--- config.mk ---
export PLATFORM = sky130hd
export DESIGN_NAME = cla_pipe_addsub
export DESIGN_NICKNAME = d
export VERILOG_FILES = /design/src/rtl/cla_pipe_pkg.sv /design/src/rtl/cla_seg.sv /design/src/rtl/cla_pipe_addsub.sv
export SDC_FILE = /design/constraint.sdc
export NUM_CORES = 1
export LEC_CHECK = 0
export BUFFER_PORTS_ARGS = -buffer_cell sky130_fd_sc_hd__buf_2
export CAP_MARGIN = 20
export CORE_ASPECT_RATIO = 0.8
export CORE_MARGIN = 8
export CORE_UTILIZATION = 55
export DETAILED_ROUTE_END_ITERATION = 16
export PLACE_DENSITY = 0.8
export SETUP_SLACK_MARGIN = 0.15
export SLEW_MARGIN = 10
export SYNTH_ARGS = -nofsm -noshare
export SYNTH_HDL_FRONTEND = slang
export SYNTH_HIERARCHICAL = 1
export SYNTH_SLANG_ARGS = --single-unit
--- constraint.sdc ---
create_clock -name clk -period 2.83 [get_ports clk]
set_clock_uncertainty 0.05 [all_clocks]
set_input_delay 0.566 -clock clk [delete_from_list [all_inputs] [get_ports clk]]
set_output_delay 0.566 -clock clk [all_outputs]
set_load 0.05 [all_outputs]
--- src/rtl/cla_pipe_pkg.sv ---
// Shared types, constants and parameter checking for the pipelined CLA adder/subtractor.
package cla_pipe_pkg;

    typedef enum logic {
        OP_ADD = 1'b0,
        OP_SUB = 1'b1
    } op_e;

    localparam int CLA_GROUP = 4;

    // Every segment must hold a whole number of lookahead groups.
    function automatic bit cla_params_ok(input int width, input int segs);
        return (segs >= 1) && (segs <= 8) && (width > 0) &&
               ((width % (CLA_GROUP * segs)) == 0);
    endfunction

endpackage

--- src/rtl/cla_seg.sv ---
// Combinational SW-bit carry-lookahead segment built from 4-bit lookahead groups
// rippling group carries; also exposes the carry into its MSB for overflow detection.
module cla_seg
    import cla_pipe_pkg::*;
#(
    parameter int SW = 16
) (
    input  logic [SW-1:0] a,
    input  logic [SW-1:0] b,
    input  logic          cin,
    output logic [SW-1:0] sum,
    output logic          cout,
    output logic          c_msb
);

    localparam int NG = SW / CLA_GROUP;

    logic [SW-1:0] p;
    logic [SW-1:0] g;
    logic [SW:0]   carry;

    assign p = a ^ b;
    assign g = a & b;

    always_comb begin
        logic       c;
        logic [3:0] gp;
        logic [3:0] gg;
        carry    = '0;
        c        = cin;
        gp       = '0;
        gg       = '0;
        carry[0] = cin;
        for (int i = 0; i < NG; i++) begin
            gp = p[i*CLA_GROUP +: CLA_GROUP];
            gg = g[i*CLA_GROUP +: CLA_GROUP];
            carry[i*CLA_GROUP+1] = gg[0] | (gp[0] & c);
            carry[i*CLA_GROUP+2] = gg[1] | (gp[1] & gg[0]) | (gp[1] & gp[0] & c);
            carry[i*CLA_GROUP+3] = gg[2] | (gp[2] & gg[1]) | (gp[2] & gp[1] & gg[0]) |
                                   (gp[2] & gp[1] & gp[0] & c);
            // Group generate/propagate gives the carry out of the whole group in one level.
            c = gg[3] | (gp[3] & gg[2]) | (gp[3] & gp[2] & gg[1]) |
                (gp[3] & gp[2] & gp[1] & gg[0]) | ((&gp) & c);
            carry[i*CLA_GROUP+4] = c;
        end
    end

    assign sum   = p ^ carry[SW-1:0];
    assign cout  = carry[SW];
    assign c_msb = carry[SW-1];

endmodule

--- src/rtl/cla_pipe_addsub.sv ---
// Pipelined carry-lookahead adder/subtractor: SEGS registered segments, valid/ready handshake.
// Define CLA_PIPE_FLAGS_EN to add registered signed-overflow (out_ovf) and zero (out_zero) flags.
module cla_pipe_addsub
    import cla_pipe_pkg::*;
#(
    parameter int WIDTH = 32,
    parameter int SEGS  = 2
) (
    input  logic             clk,
    input  logic             rst_n,
    input  logic             in_valid,
    output logic             in_ready,
    input  logic [WIDTH-1:0] in_a,
    input  logic [WIDTH-1:0] in_b,
    input  logic             in_op,
    input  logic             in_cin,
    output logic             out_valid,
    input  logic             out_ready,
    output logic [WIDTH-1:0] out_sum,
    output logic             out_cout
`ifdef CLA_PIPE_FLAGS_EN
    ,
    output logic             out_ovf,
    output logic             out_zero
`endif
);

    localparam int SW = WIDTH / SEGS;
    localparam bit PARAMS_OK = cla_params_ok(WIDTH, SEGS);
    localparam logic [WIDTH-1:0] SEG_MASK = WIDTH'({SW{1'b1}});

    if (!PARAMS_OK) begin : g_param_check
        $error("cla_pipe_addsub: WIDTH must be a multiple of 4*SEGS and SEGS in 1..8");
    end

    op_e              op;
    logic             adv;
    logic [SEGS-1:0]  vld_q;
    logic [SEGS-1:0]  c_q;
    logic [WIDTH-1:0] a_q   [SEGS];
    logic [WIDTH-1:0] b_q   [SEGS];
    logic [WIDTH-1:0] sum_q [SEGS];

    logic [SEGS-1:0]  vld_in;
    logic [SEGS-1:0]  c_in;
    logic [SEGS-1:0]  c_nx;
    logic             msb_nx [SEGS];
    logic [WIDTH-1:0] a_in   [SEGS];
    logic [WIDTH-1:0] b_in   [SEGS];
    logic [WIDTH-1:0] sum_in [SEGS];
    logic [WIDTH-1:0] sum_nx [SEGS];

    assign op       = op_e'(in_op);
    assign adv      = !vld_q[SEGS-1] || out_ready;
    assign in_ready = adv;

    for (genvar k = 0; k < SEGS; k++) begin : g_stage
        logic [SW-1:0] seg_sum;

        if (k == 0) begin : g_first
            // Subtraction is folded in here: A + ~B + !borrow.
            assign vld_in[0] = in_valid;
            assign a_in[0]   = in_a;
            assign b_in[0]   = (op == OP_SUB) ? ~in_b : in_b;
            assign c_in[0]   = (op == OP_SUB) ? ~in_cin : in_cin;
            assign sum_in[0] = '0;
        end else begin : g_rest
            assign vld_in[k] = vld_q[k-1];
            assign a_in[k]   = a_q[k-1];
            assign b_in[k]   = b_q[k-1];
            assign c_in[k]   = c_q[k-1];
            assign sum_in[k] = sum_q[k-1];
        end

        cla_seg #(.SW(SW)) u_seg (
            .a     (a_in[k][k*SW +: SW]),
            .b     (b_in[k][k*SW +: SW]),
            .cin   (c_in[k]),
            .sum   (seg_sum),
            .cout  (c_nx[k]),
            .c_msb (msb_nx[k])
        );

        assign sum_nx[k] = (sum_in[k] & ~(SEG_MASK << (k*SW))) |
                           (WIDTH'(seg_sum) << (k*SW));
    end

    // All stages shift together on adv; a rejected slot enters as a bubble.
    always_ff @(posedge clk or negedge rst_n) begin
        if (!rst_n) begin
            vld_q <= '0;
            c_q   <= '0;
            for (int k = 0; k < SEGS; k++) begin
                a_q[k]   <= '0;
                b_q[k]   <= '0;
                sum_q[k] <= '0;
            end
        end else if (adv) begin
            vld_q <= vld_in;
            c_q   <= c_nx;
            for (int k = 0; k < SEGS; k++) begin
                a_q[k]   <= a_in[k];
                b_q[k]   <= b_in[k];
                sum_q[k] <= sum_nx[k];
            end
        end
    end

    assign out_valid = vld_q[SEGS-1];
    assign out_sum   = sum_q[SEGS-1];
    assign out_cout  = c_q[SEGS-1];

`ifdef CLA_PIPE_FLAGS_EN
    logic ovf_q;
    logic zero_q;

    always_ff @(posedge clk or negedge rst_n) begin
        if (!rst_n) begin
            ovf_q  <= 1'b0;
            zero_q <= 1'b0;
        end else if (adv) begin
            ovf_q  <= msb_nx[SEGS-1] ^ c_nx[SEGS-1];
            zero_q <= ~|sum_nx[SEGS-1];
        end
    end

    assign out_ovf  = ovf_q;
    assign out_zero = zero_q;
`else
    logic unused_msb;
    assign unused_msb = msb_nx[SEGS-1];
`endif

endmodule

* Word level (Yosys, flattened, before mapping)
Index checks and enable logic that the tools add are counted.
** Storage, ports and cells
- Register bits :: 116
- Input port bits :: 70
- Output and inout bits :: 35
- Logic and storage cells :: 227
** Operators by class
- Mux-type cells :: 2
- Bitwise gates (word level) :: 209
- Reductions and logical operators :: 10
** Operators with widths (count)
- 1-bit AND :: 120
- 1-bit OR :: 80
- 16-bit XOR :: 4
- 16-bit AND :: 2
- 32-bit two-way mux :: 1
- 32-bit inverter :: 1
- 16-bit by 32-bit OR with 32-bit output :: 1
- 4-bit AND reduction :: 8
- 1-bit logical NOT :: 1
- 1-bit logical OR :: 1
- 1-bit two-way mux :: 1
- 1-bit inverter :: 1

* Logic depth before layout (Yosys ltp)
- Depth after elaboration :: 15
- Gate-level depth with buffers :: 12
- Depth with buffers taken out :: 9

* By module
The synthesis kept the hierarchy.
** By module, submodules not included
- cla_pipe_addsub :: instances 1, cells an instance 215, area each 3649.8 um^2, seq. area each 2102.0 um^2
- cla_seg :: instances 2, cells an instance 77, area each 664.4 um^2, seq. area each 0.0 um^2

* Least setup slack after synthesis
Ideal clock, no wire load.
- Kind :: input to register
- Start point :: input port in_op
- End point :: register sum_q (netlist bit sum_in[13])
- Setup time :: 0.125 ns
- Arrival time :: 3.023 ns
- Required time :: 2.655 ns
- Path slack :: -0.368 ns
- Cell stages on the path :: 12
- Buffers on the path :: 3
- Cell sequence :: buf_4 > buf_6 > buf_6 > xor2_1 > ha_1 > a21o_1 > a21o_1 > a221oi_2 > o21ai_2 > fa_1 > xor2_1 > mux2_2
** RTL lines
- from (decl) :: line cla_pipe_addsub.sv:15 : input logic in_op,
- to (signal, indexed assignment) :: line cla_pipe_addsub.sv:104 : sum_q[k] <= sum_nx[k];
- to (decl) :: line cla_pipe_addsub.sv:42 : logic [WIDTH-1:0] sum_q [SEGS];

==> out/summary.txt <==
==================================================================================================
Max IR drop VDD                                                                             611 uV
Placed Cells incl. Taps                                                                        593
Switching Power                                                                            2.24 mW
Finished layout cell area                                                                6030 um^2
Required time at the endpoint of the critical path                                         2.99 ns
Clock net sink count                                                                            84
Yosys warning total                                                                              6
Top Family by Delay on Critical Path                                                  compound AO/OA/AOI/OAI gates
Clock tree from TritonCTS                                                                     done
Ratio of total power to cell area                                                      927 nW/um^2
Estimated wirelength of the detail-placed design                                           7600 um
Largest net degree at the start of global routing                                               85
WS Path Type                                                                          input pin to register
Synthesized area divided by synthesized cell count                                       13.5 um^2
MaxCap Viol Count                                                                                0
Number of nets still failing antenna checks after routing                                        0
Number of hold buffers added after cts                                                           0
Final standard cell count with taps included and fillers excluded                              609
Post-route fraction of the period consumed by the critical path                              92.1%
Internal Power                                                                             3.35 mW
# IOs                                                                                          105
Initial Utilization                                                                          55.6%
Number of global-route vias before repair                                                    3,573
Routed wire per std cell                                                                   17.0 um
Synth Net Count                                                                                477
Critical Path Slowest Stage Cell                                                      sky130_fd_sc_hd__fa_2
Clock H-tree levels                                                                              3
Headroom to the max-slew limit                                                               60.2%
Total congestion overflow after global routing                                                   0
Width of the die                                                                            122 um
Final standard cell utilization of the core                                                  67.5%
Total routed wirelength                                                                  10,400 um
Worst slew pin tran                                                                       0.598 ns
RD Place Congestion                                                                          0.808
Global-route wire length before repair                                                   17,300 um
Leakage power summed over all cells                                                        2.99 nW
Fraction of power spent switching nets                                                       40.0%
Number of antenna violations at the first check in global routing                                0
Worst-case reg-to-reg path depth                                                                 8
IO buf count                                                                                   104
CTS root buffer                                                                       sky130_fd_sc_hd__clkbuf_16
Relative area change from synthesis to final layout                                          21.4%
Cells along the critical path                                                         buf_6 -> buf_4 -> xor2_1 -> ha_1 -> a21oi_1 -> o21ai_1 -> a221oi_2 -> o21ai_2 -> fa_2 -> xor2_1 -> mux2_2
1st-iter DRT viols                                                                             131
Worst Setup Start Kind                                                                   input pin
Critical path buffer and inverter count                                                          2
Total count of hold-check failures in the final report                                           0
Synthesized cell area                                                                    4960 um^2
Length of the first detailed-routing pass in iterations                                          5
Layout cells sized above 1                                                                   47.8%
Maximum root-to-sink buffer count                                                                2
Worst path arrival time                                                                    2.77 ns
Die extent in y                                                                             101 um
Combinational share of power                                                                 46.0%
Fin. max-slew vios                                                                               0
Die footprint                                                                          12,300 um^2
Critical path capture point type                                                          register
Instance area at placement                                                               5700 um^2
Worst Path Max Fanout                                                                           15
Cts bufs inserted                                                                                9
Pwr Total                                                                                  5.58 mW
Setup violators final                                                                            0
Register share of total power                                                                32.8%
Unrepaired setup endpoints after global routing                                               true
Sum of negative setup slack                                                                   0 ns
Clock transition time at the flip-flop clock pins of the worst setup and hold paths        0.06 ns
Core area                                                                                8920 um^2
Cell type with the highest occurrence count on the critical path                      sky130_fd_sc_hd__xor2_1
Worst Hold Class                                                                      input pin to asynchronous set/reset pin
# nets final                                                                                   599
Site row count                                                                                  31
# DRC                                                                                            0
Result of the run                                                                     finished clean
Cell count after synthesis                                                                     367
Vias                                                                                         3,229
Clock latency at the later pin of the worst-skew pair                                      0.33 ns
Max frequency                                                                              384 MHz
Vias per cell                                                                                 5.30
Max incr delay on CP                                                                       0.40 ns
Total routing resource utilization after global routing                                      17.8%
Time the final worst path needs with I/O delays and setup                                  2.61 ns
Clock network fraction of total power                                                        21.2%
Reg-to-reg slack, setup                                                                    0.28 ns
Total inserted antenna cells                                                                     0
Reg-to-Reg Start                                                                          a_in[16]
Capture point of the worst reg-to-reg path                                             out_sum[29]
==================================================================================================
[timing repair]
| action | in CTS | in global routing |
|---|---|---|
| gates resized for setup | 1 | 3 |
| setup buffers | 0 | 0 |
| setup endpoints to repair | 3 | 3 |
[placed cells by master (no fill, tap or decap), drive strengths merged, types with 4 or more instances in the layout]
cell    instances
buf           124
dfrtp          84
mux2           83
xor2           43
ha             32
inv            14
a21oi          14
clkbuf         13
xnor2          12
nand2          10
o21ai          10
a21o            8
fa              8
nor2            4
nand2b          4
o21bai          4
[registers in the layout, summed over array words and instances (netlist names)]
name,cells
out_sum,32
sum_in,16
c_q,2
a_in,16
b_in,16
vld_q,2
[worst register-to-register path: cells and delay by family (launching register included)]
family	cells	cell delay, ns
xor+xnor	1	0.16
fa+ha+maj	2	0.73
mux	1	0.27
flops	1	0.40
compound gates	4	0.82
[area by class of cell]
type	instances	area (um^2)
well taps	115	144
multi-input cells	256	2720
fillers	662	2900
repair buffers	124	704
flip-flops and latches	84	2100
clock buffers	13	260
clock inverters	3	45.0
inverters	14	52.6
[through the flow]
step	hold WS, ns	worst slack [ns]
global placement	0.419	-0.237
CTS	0.187	0.182
floorplan	0.220	-0.317
detailed placement	0.420	-0.299
global route	0.196	0.127
finish	0.164	0.225
[power by group through the flow]
stage	sequential, mW	clock, mW	combinational (mW)
floorplan	2.61	0	1.18
global placement	1.83	0	2.50
detailed placement	1.85	0	2.56
CTS	1.83	1.22	2.59
global route	1.88	1.27	2.75
finish	1.83	1.19	2.57
[per-layer routing]
metal | track usage [%] | vias up | part of all wire [%]
met5 | 0 | - | 0
met3 | 5.99 | 11 | 6.3
met2 | 29.4 | 79 | 49
li1 | - | 1542 | -
met1 | 22.0 | 1597 | 44
met4 | 4.49 | 0 | 0.86
[worst max-delay path by stage]
stage,end,depth (start not counted),start
2_1_floorplan,sum_in[13],12,in_op
3_3_place_gp,sum_in[13],10,in_op
3_5_place_dp,sum_in[13],10,in_op
4_1_cts,sum_in[13],10,in_op
5_1_grt,sum_in[13],10,in_op
6_report,sum_in[13],11,in_op
Note: power is estimated with default switching activity, not from simulation.
